===== src/rtl/arm_pkg.sv =====
// Shared types and constants for the ARM pipeline stages.
package arm_pkg;

  localparam int          INSTR_WIDTH = 32;
  localparam logic [31:0] NOP_INSTR   = 32'h0;

  typedef struct packed {
    logic [INSTR_WIDTH-1:0] instr;
    logic [31:0]            pc;
  } fetch_entry_t;

  typedef enum logic [1:0] {
    EMPTY = 2'd0,
    ONE   = 2'd1,
    FULL  = 2'd2
  } fetch_state_t;

endpackage


===== src/rtl/fetch_buffer.sv =====
// Two-entry FIFO of {instr, pc} with push/pop/flush and a head output.
//
// state | meaning
// EMPTY | no entries; head output reads NOP
// ONE   | head valid, tail unused
// FULL  | head and tail valid
module fetch_buffer
  import arm_pkg::*;
(
  input  logic        clk,
  input  logic        reset,
  input  logic        push,
  input  logic [31:0] push_instr,
  input  logic [31:0] push_pc,
  input  logic        pop,
  input  logic        flush,
  output logic        valid,
  output logic [1:0]  occupancy,
  output logic [31:0] head_instr,
  output logic [31:0] head_pc
);

  fetch_state_t state;
  fetch_entry_t head;
  fetch_entry_t tail;
  fetch_entry_t in_entry;
  logic         do_pop;

  assign in_entry = '{instr: push_instr, pc: push_pc};
  assign do_pop   = pop && (state != EMPTY);

  always_ff @(posedge clk or negedge reset) begin
    if (!reset) begin
      state <= EMPTY;
      head  <= '0;
      tail  <= '0;
    end else if (flush) begin
      // head is left in place so its pc stays visible while empty
      state <= EMPTY;
    end else begin
      case (state)
        EMPTY: begin
          if (push) begin
            head  <= in_entry;
            state <= ONE;
          end
        end
        ONE: begin
          case ({push, do_pop})
            2'b10: begin
              tail  <= in_entry;
              state <= FULL;
            end
            2'b01: state <= EMPTY;
            2'b11: head <= in_entry;
            default: ;
          endcase
        end
        FULL: begin
          if (do_pop) begin
            head <= tail;
            if (push) tail <= in_entry;
            else      state <= ONE;
          end
        end
        default: state <= EMPTY;
      endcase
    end
  end

  assign valid      = (state != EMPTY);
  assign occupancy  = state;
  assign head_instr = valid ? head.instr : NOP_INSTR;
  assign head_pc    = head.pc;

endmodule


===== src/rtl/fetch_stage.sv =====
// Instruction fetch: PC register, +4 / redirect mux, and the output buffer
// presented to IF/ID through a valid/ready handshake.
module fetch_stage
  import arm_pkg::*;
#(
  parameter int          ADDR_WIDTH = 8,
  parameter logic [31:0] RESET_PC   = 32'h0000_0000
) (
  input  logic                  clk,
  input  logic                  reset,
  output logic [ADDR_WIDTH-1:0] imem_addr,
  input  logic [31:0]           imem_instr,
  input  logic                  branch_taken,
  input  logic [31:0]           branch_target,
  output logic                  out_valid,
  input  logic                  out_ready,
  output logic [31:0]           out_instr,
  output logic [31:0]           out_pc,
  output logic [31:0]           out_pc_plus_4,
  output logic [31:0]           pc_current
);

  logic [31:0] pc;
  logic [1:0]  occupancy;
  logic        pop;
  logic        fetch_en;
  logic        push;

  assign pop      = out_valid && out_ready;
  assign fetch_en = (occupancy != FULL) || pop;
  // a redirect discards whatever word is being read this cycle
  assign push     = fetch_en && !branch_taken;

  always_ff @(posedge clk or negedge reset) begin
    if (!reset) begin
      pc <= RESET_PC;
    end else if (branch_taken) begin
      pc <= branch_target & 32'hFFFF_FFFC;
    end else if (fetch_en) begin
      pc <= pc + 32'd4;
    end
  end

  fetch_buffer u_fetch_buffer (
    .clk        (clk),
    .reset      (reset),
    .push       (push),
    .push_instr (imem_instr),
    .push_pc    (pc),
    .pop        (pop),
    .flush      (branch_taken),
    .valid      (out_valid),
    .occupancy  (occupancy),
    .head_instr (out_instr),
    .head_pc    (out_pc)
  );

  assign imem_addr     = pc[ADDR_WIDTH-1:0];
  assign pc_current    = pc;
  assign out_pc_plus_4 = out_pc + 32'd4;

endmodule


===== config.mk =====
export PLATFORM = sky130hd
export DESIGN_NAME = fetch_stage
export DESIGN_NICKNAME = d
export VERILOG_FILES = /design/src/rtl/arm_pkg.sv /design/src/rtl/fetch_buffer.sv /design/src/rtl/fetch_stage.sv
export SDC_FILE = /design/constraint.sdc
export NUM_CORES = 1
export LEC_CHECK = 0
export CORE_ASPECT_RATIO = 0.5
export CORE_MARGIN = 3
export CORE_UTILIZATION = 45
export CTS_BUF_LIST = sky130_fd_sc_hd__clkbuf_2 sky130_fd_sc_hd__clkbuf_4 sky130_fd_sc_hd__clkbuf_8
export DETAILED_ROUTE_END_ITERATION = 16
export HOLD_SLACK_MARGIN = 0.15
export PLACE_DENSITY = 0.85
export SLEW_MARGIN = 10
export SYNTH_ARGS = -nofsm -noshare
export SYNTH_HDL_FRONTEND = slang
export SYNTH_SLANG_ARGS = --single-unit

===== constraint.sdc =====
create_clock -name clk -period 2.4 [get_ports clk]
set_input_delay 0.48 -clock clk [delete_from_list [all_inputs] [get_ports clk]]
set_output_delay 0.48 -clock clk [all_outputs]
set_load 0.02 [all_outputs]

Word-level counts from Yosys, hierarchy flattened:

Cells that the tools add are included.

* eq/ne operators: 15
* $add $sub $neg: 2
* bitwise operators: 1
* mux-type cells: 16
* reduce and logical (&&, ||, !) cells: 13

Operator list (count)
* 64-bit 2-to-1 mux: 5
* 64-bit one-hot mux with 3 select lines: 1
* 64-bit one-hot mux with 2 select lines: 1
* 32-bit 2-to-1 mux: 3
* 32-bit by 3-bit adder with 32-bit output, second input constant: 2
* 5-bit AND reduction: 2
* 2-bit 2-to-1 mux: 4
* 2-bit by 1-bit != test with 1-bit output, second input constant: 4
* 2-bit equality test, second input constant: 3
* 3-bit by 2-bit != test with 1-bit output, second input constant: 2
* 2-bit one-hot mux with 3 select lines: 1
* 2-bit nonzero test: 3
* 2-bit by 1-bit equality test with 1-bit output, second input constant: 2
* 2-bit != test, second input constant: 2
* 4-bit by 3-bit != test with 1-bit output, second input constant: 1
* 2-bit one-hot mux with 2 select lines: 1
* 4-bit AND reduction: 1
* 1-bit logical AND: 3
* 3-bit != test, second input constant: 1
* 3-bit nonzero test: 1
* 2-bit zero test: 1
* 1-bit zero test: 1
* 1-bit logical OR: 1
* 1-bit NOT: 1

* register bits after elaboration: 162
* output and inout bits: 137
* input bits: 68
* word-level logic and storage cells: 53

Logic depth before layout (Yosys ltp):

* depth in word-level cells: 8
* gate-level depth with buffers: 12
* gate-level depth less buffers: 8

Modules after synthesis:

A second synthesis with hierarchy kept.

* cell total of the unflattened synthesis: 840
* area total of the unflattened synthesis: 8722.1 µm²

By module, submodules not included
* fetch_buffer: seq. area each 3253.1 µm², area an instance 6392.4 µm², cells an instance 567, instances 1
* fetch_stage: seq. area each 750.7 µm², area an instance 2329.7 µm², cells an instance 273, instances 1

Worst setup path after synthesis:

Ideal clock, no wire load.

* path type: register to register
* from: register u_fetch_buffer.state[0] (netlist: u_fetch_buffer.occupancy[0])
* to: register u_fetch_buffer.head (netlist bit u_fetch_buffer.head_pc[21])
* clock period less this slack: 2734 ps
* buffers on the path: 4
* library setup time: 125 ps
* arrival time: 2610 ps
* cell stages (with the launch flop): 13
* required time: 2275 ps
* setup slack: -334 ps
* path through: dfrtp_1 > buf_2 > or2_2 > clkbuf_1 > clkbuf_1 > nand2_1 > inv_1 > ha_1 > inv_1 > a21o_1 > a21oi_1 > buf_2 > mux2_2

* cells in the longest elaborated chain, start to end: 7
* elaborated cells between the ends (all ways): 16
* classes of those cells: 7 x eq/ne; 1 x mux; 8 x reduce/logical

RTL lines
* from (decl): RTL line fetch_buffer.sv:23 `fetch_state_t state;`
* from (signal assigned): RTL line fetch_buffer.sv:34 `state <= EMPTY;`
* from (signal assigned): RTL line fetch_buffer.sv:39 `state <= EMPTY;`
* from (signal assigned): RTL line fetch_buffer.sv:45 `state <= ONE;`
* 2-bit nonzero test (*): RTL line fetch_buffer.sv:71 `assign valid = (state != EMPTY);`
* via out_valid: RTL line fetch_stage.sv:15 `output logic out_valid,`
* 1-bit logical AND: RTL line fetch_stage.sv:29 `assign pop = out_valid && out_ready;`
* 1-bit logical OR: RTL line fetch_stage.sv:30 `assign fetch_en = (occupancy != FULL) || pop;`
* 1-bit logical AND: RTL line fetch_stage.sv:32 `assign push = fetch_en && !branch_taken;`
* 2-bit equality test: RTL line fetch_buffer.sv:49 `case ({push, do_pop})`
* 2-bit != test (no source line)
* 5-bit AND reduction (no source line) (*)
* to (signal assigned): RTL line fetch_buffer.sv:44 `head <= in_entry;`
* to (signal assigned): RTL line fetch_buffer.sv:55 `2'b11: head <= in_entry;`
* to (signal assigned): RTL line fetch_buffer.sv:61 `head <= tail;`
* to (decl): RTL line fetch_buffer.sv:24 `fetch_entry_t head;`

Mark *: on every way through the listed nets, which the timed path passes. The rest lies on a longest branch.
A chain may end at the register's enable or synchronous reset.

Worst setup path after layout:

* from: register u_fetch_buffer.head (netlist bit u_fetch_buffer.head_pc[11])
* to: output out_pc_plus_4[22]

* cells in the longest elaborated chain, start to end: 1

RTL lines
* 32-bit by 3-bit adder with 32-bit output: RTL line fetch_stage.sv:60 `assign out_pc_plus_4 = out_pc + 32'd4;`
* to (decl): RTL line fetch_stage.sv:19 `output logic [31:0] out_pc_plus_4,`

No other way between the ends.

==> flow_metrics.env <==
export IMPL_first_pass_iters=6
export IMPL_grt_overflow=0
export IMPL_synth_flop_cell="dfrtp_1"
export IMPL_arrival_ps=2110
export IMPL_ys_types=51
export IMPL_async_flop_share_pct=100
export IMPL_final_cell_area_um2=11700
export IMPL_outcome="finished with violations"
export IMPL_worstPathMaxFanout=4
export IMPL_coreArea_um2=17900
export IMPL_violations="negative setup slack"
export IMPL_postSynthAreaPerCell_um2=11.4
export IMPL_grt_max_degree=59
export IMPL_fin_cells=1228
export IMPL_ir_worst_vdd_v=0.000546
export IMPL_ios=205
export IMPL_n_antenna_cell=0
export IMPL_setup_viol=14
export IMPL_fin_worst_skew_ps=12.2
export IMPL_worst_setup_path_start_kind="flop"
export IMPL_initial_core_util_pct=47.3
export IMPL_sequentialPowerShare_pct=38.7
export IMPL_grt_antenna_before_repair=0
export IMPL_ys_seq_area_share_pct=46.1
export IMPL_synth_edff_count=0
export IMPL_wl_per_cell_um=19.2
export IMPL_cts_sinks=156
export IMPL_p_switching_mw=3.74
export IMPL_pwr_share_clk_pct=19.3
export IMPL_crit_required_ps=1920
export IMPL_max_slew_worst_pin_slew_ps=589
export IMPL_drive_gt1_share_pct=38.8
export IMPL_p_leak_nw=4.90
export IMPL_syn_inst=740
export IMPL_period_minus_slack_ps=2590
export IMPL_worst_setup_path_end_kind="output pin"
export IMPL_fp_dieH_um=103
export IMPL_dieArea_um2=20600
export IMPL_place_hpwl_um=15800
export IMPL_maxCapViolCount=0
export IMPL_multi_input_area_um2=4280
export IMPL_period_share_pct=108
export IMPL_ant_nets=0
export IMPL_dpl_cell_area_um2=10900
export IMPL_min_path_type="flop to flop"
export IMPL_report_final_hold_viol_count=0
export IMPL_path_class="flop to output pin"
export IMPL_netlist_area_um2=8470
export IMPL_relSlewSlack_pct=60.5
export IMPL_powerDensity_nw_per_um2=919
export IMPL_pwr_share_comb_pct=41.9
export IMPL_cts_tree="yes"
export IMPL_fmax_mhz=386
export IMPL_drc=0
export IMPL_cts_buffers=17
export IMPL_fillers=1325
export IMPL_worstSkewPairLatency_ps=440
export IMPL_ys_ff_latch=156
export IMPL_grt_pass1_wl_um=35700
export IMPL_dr_total_vias=6704
export IMPL_grt_setup_unrepaired="yes"
export IMPL_yosys_warnings=0
export IMPL_root_buffer="clkbuf_8"
export IMPL_portBuffers=194
export IMPL_viasPerCell=5.46
export IMPL_dp_cells=1178
export IMPL_die_w_um=200
export IMPL_regArea_um2=3910
export IMPL_fin_ws_ps=-194
export IMPL_clockBufferDepth=2
export IMPL_first_global_vias=6807
export IMPL_cts_htree_levels=4
export IMPL_p_int_mw=6.98
export IMPL_nets=1036
export IMPL_grt_usage_pct=22.1
export IMPL_syn_to_final_growth_pct=37.7
export IMPL_gp_congestion=0.835
export IMPL_floorplan_rows=34
export IMPL_slew_violations=0
export IMPL_clk_pin_slew_worst_paths_ps=80
export IMPL_p_sw_share_pct=34.9
export IMPL_drt_iter0_markers=485
export IMPL_finalWirelength_um=23600
## metrics by stage
stage	power [mW]	TNS (ps)	hold WS, ps	setup WS [ps]	util (%)
CTS	10.6	-1460	508	-197	63.6
global route	11.3	-3240	523	-279	65.1
floorplan	6.67	-397	184	-7.94	-
detailed placement	8.57	-28340	486	-281	60.8
global placement	8.38	-21620	477	-208	60.8
finish	10.7	-1300	502	-194	65.1
## metal layers
metal	vias up	share of wire (%)	global-route usage, %
li1	3049	-	-
met1	3372	41	27.2
met2	236	51	39.6
met3	47	5.2	4.21
met4	0	2.4	7.87
met5	-	0	0
## sequential cells by signal (all words and copies together), names as in the netlist
signal                    count
u_fetch_buffer.tail          62
u_fetch_buffer.head          32
pc_current                   30
u_fetch_buffer.head_pc       30
u_fetch_buffer.occupancy      2
## cell usage after synthesis, types with 11 or more instances
cell type    n  area share (%)
a31oi_1     16             1.2
nand4_1     19             1.4
xor2_1      11             1.1
or4_1       11            0.97
nor2_1      25             1.1
dfrtp_1    156              46
nand3_1     24             1.4
buf_4       44             3.9
nand2_1     36             1.6
and2_1      32             2.4
clkbuf_1    16            0.71
mux2_2     180              24
o21ai_0     15            0.89
buf_2       18             1.1
xnor2_1     27             2.8
## worst max-delay path, stage by stage, from the launching register on
cell and delay [ps]:
dfrtp_1 390, nand4_1 210, nor4_4 360, buf_4 200
nand4_1 130, xnor2_1 200, buf_4 170
## worst paths after layout
kind	slack [ps]	start	to	depth (start not counted)
setup / recovery	-190	u_fetch_buffer.head_pc[11]$_DFFE_PN0P_	out_pc_plus_4[22]	6
hold / removal	500	u_fetch_buffer.head[35]$_DFFE_PN0P_	u_fetch_buffer.head[35]$_DFFE_PN0P_	1
setup reg to reg	90	u_fetch_buffer.occupancy[1]$_DFFE_PN0P_	u_fetch_buffer.head_pc[4]$_DFFE_PN0P_	11
hold reg to reg	500	u_fetch_buffer.head[35]$_DFFE_PN0P_	u_fetch_buffer.head[35]$_DFFE_PN0P_	1
max in group asynchronous	1000	reset	u_fetch_buffer.head[45]$_DFFE_PN0P_	3
min in group asynchronous	600	reset	u_fetch_buffer.head[51]$_DFFE_PN0P_	2
## timing repair
item / CTS / global route
hold endpoints to repair: 54 / 0
setup endpoints to repair: 61 / 93
cloned: 0 / 3
resized for setup: 193 / 48
pin swaps: 15 / 15
hold buffers: 1 / 0
setup buffers: 9 / 6
## placed cells by master (no fill, tap or decap), types with 7 or more instances in the layout
master,count
buf_6,8
or4_1,11
nor2_1,21
nand4_1,19
a31oi_1,16
xor2_1,10
dlygate4sd2_1,23
clkdlybuf4s50_1,132
mux2_2,180
conb_1,8
nand3_1,19
and2_1,32
buf_4,93
inv_1,9
o31ai_1,10
clkbuf_8,17
mux2i_1,7
dfrtp_1,153
xnor2_1,23
nand2_1,34
buf_12,9
o21ai_0,15
clkdlybuf4s15_1,8
## cells by family after synthesis
logic type,share of synthesized area [%]
flip-flops,46.1
AND/OR/NAND/NOR,13.9
XOR/XNOR,3.93
buffers and inverters,6.68
AO/OA/AOI/OAI,3.91
other,0.0443
multiplexers,24.8
adder cells (fa/ha/maj),0.739
## final cells by class
type | count | share of cell area, %
repair buffers | 284 | 23.3
clock buffers | 20 | 2.20
inverters | 11 | 0.354
clock inverters | 12 | 1.27
multi-input cells | 493 | 36.7
well taps | 252 | 2.70
flip-flops and latches | 156 | 33.5
## power groups by stage
| stage | sequential [mW] | combinational [mW] | clock, mW |
|---|---|---|---|
| floorplan | 4.12 | 2.55 | 0 |
| global placement | 4.10 | 4.28 | 0 |
| detailed placement | 4.17 | 4.40 | 0 |
| CTS | 4.12 | 4.33 | 2.10 |
| global route | 4.27 | 4.79 | 2.22 |
| finish | 4.15 | 4.49 | 2.07 |
(Power assumes the default switching activity.)
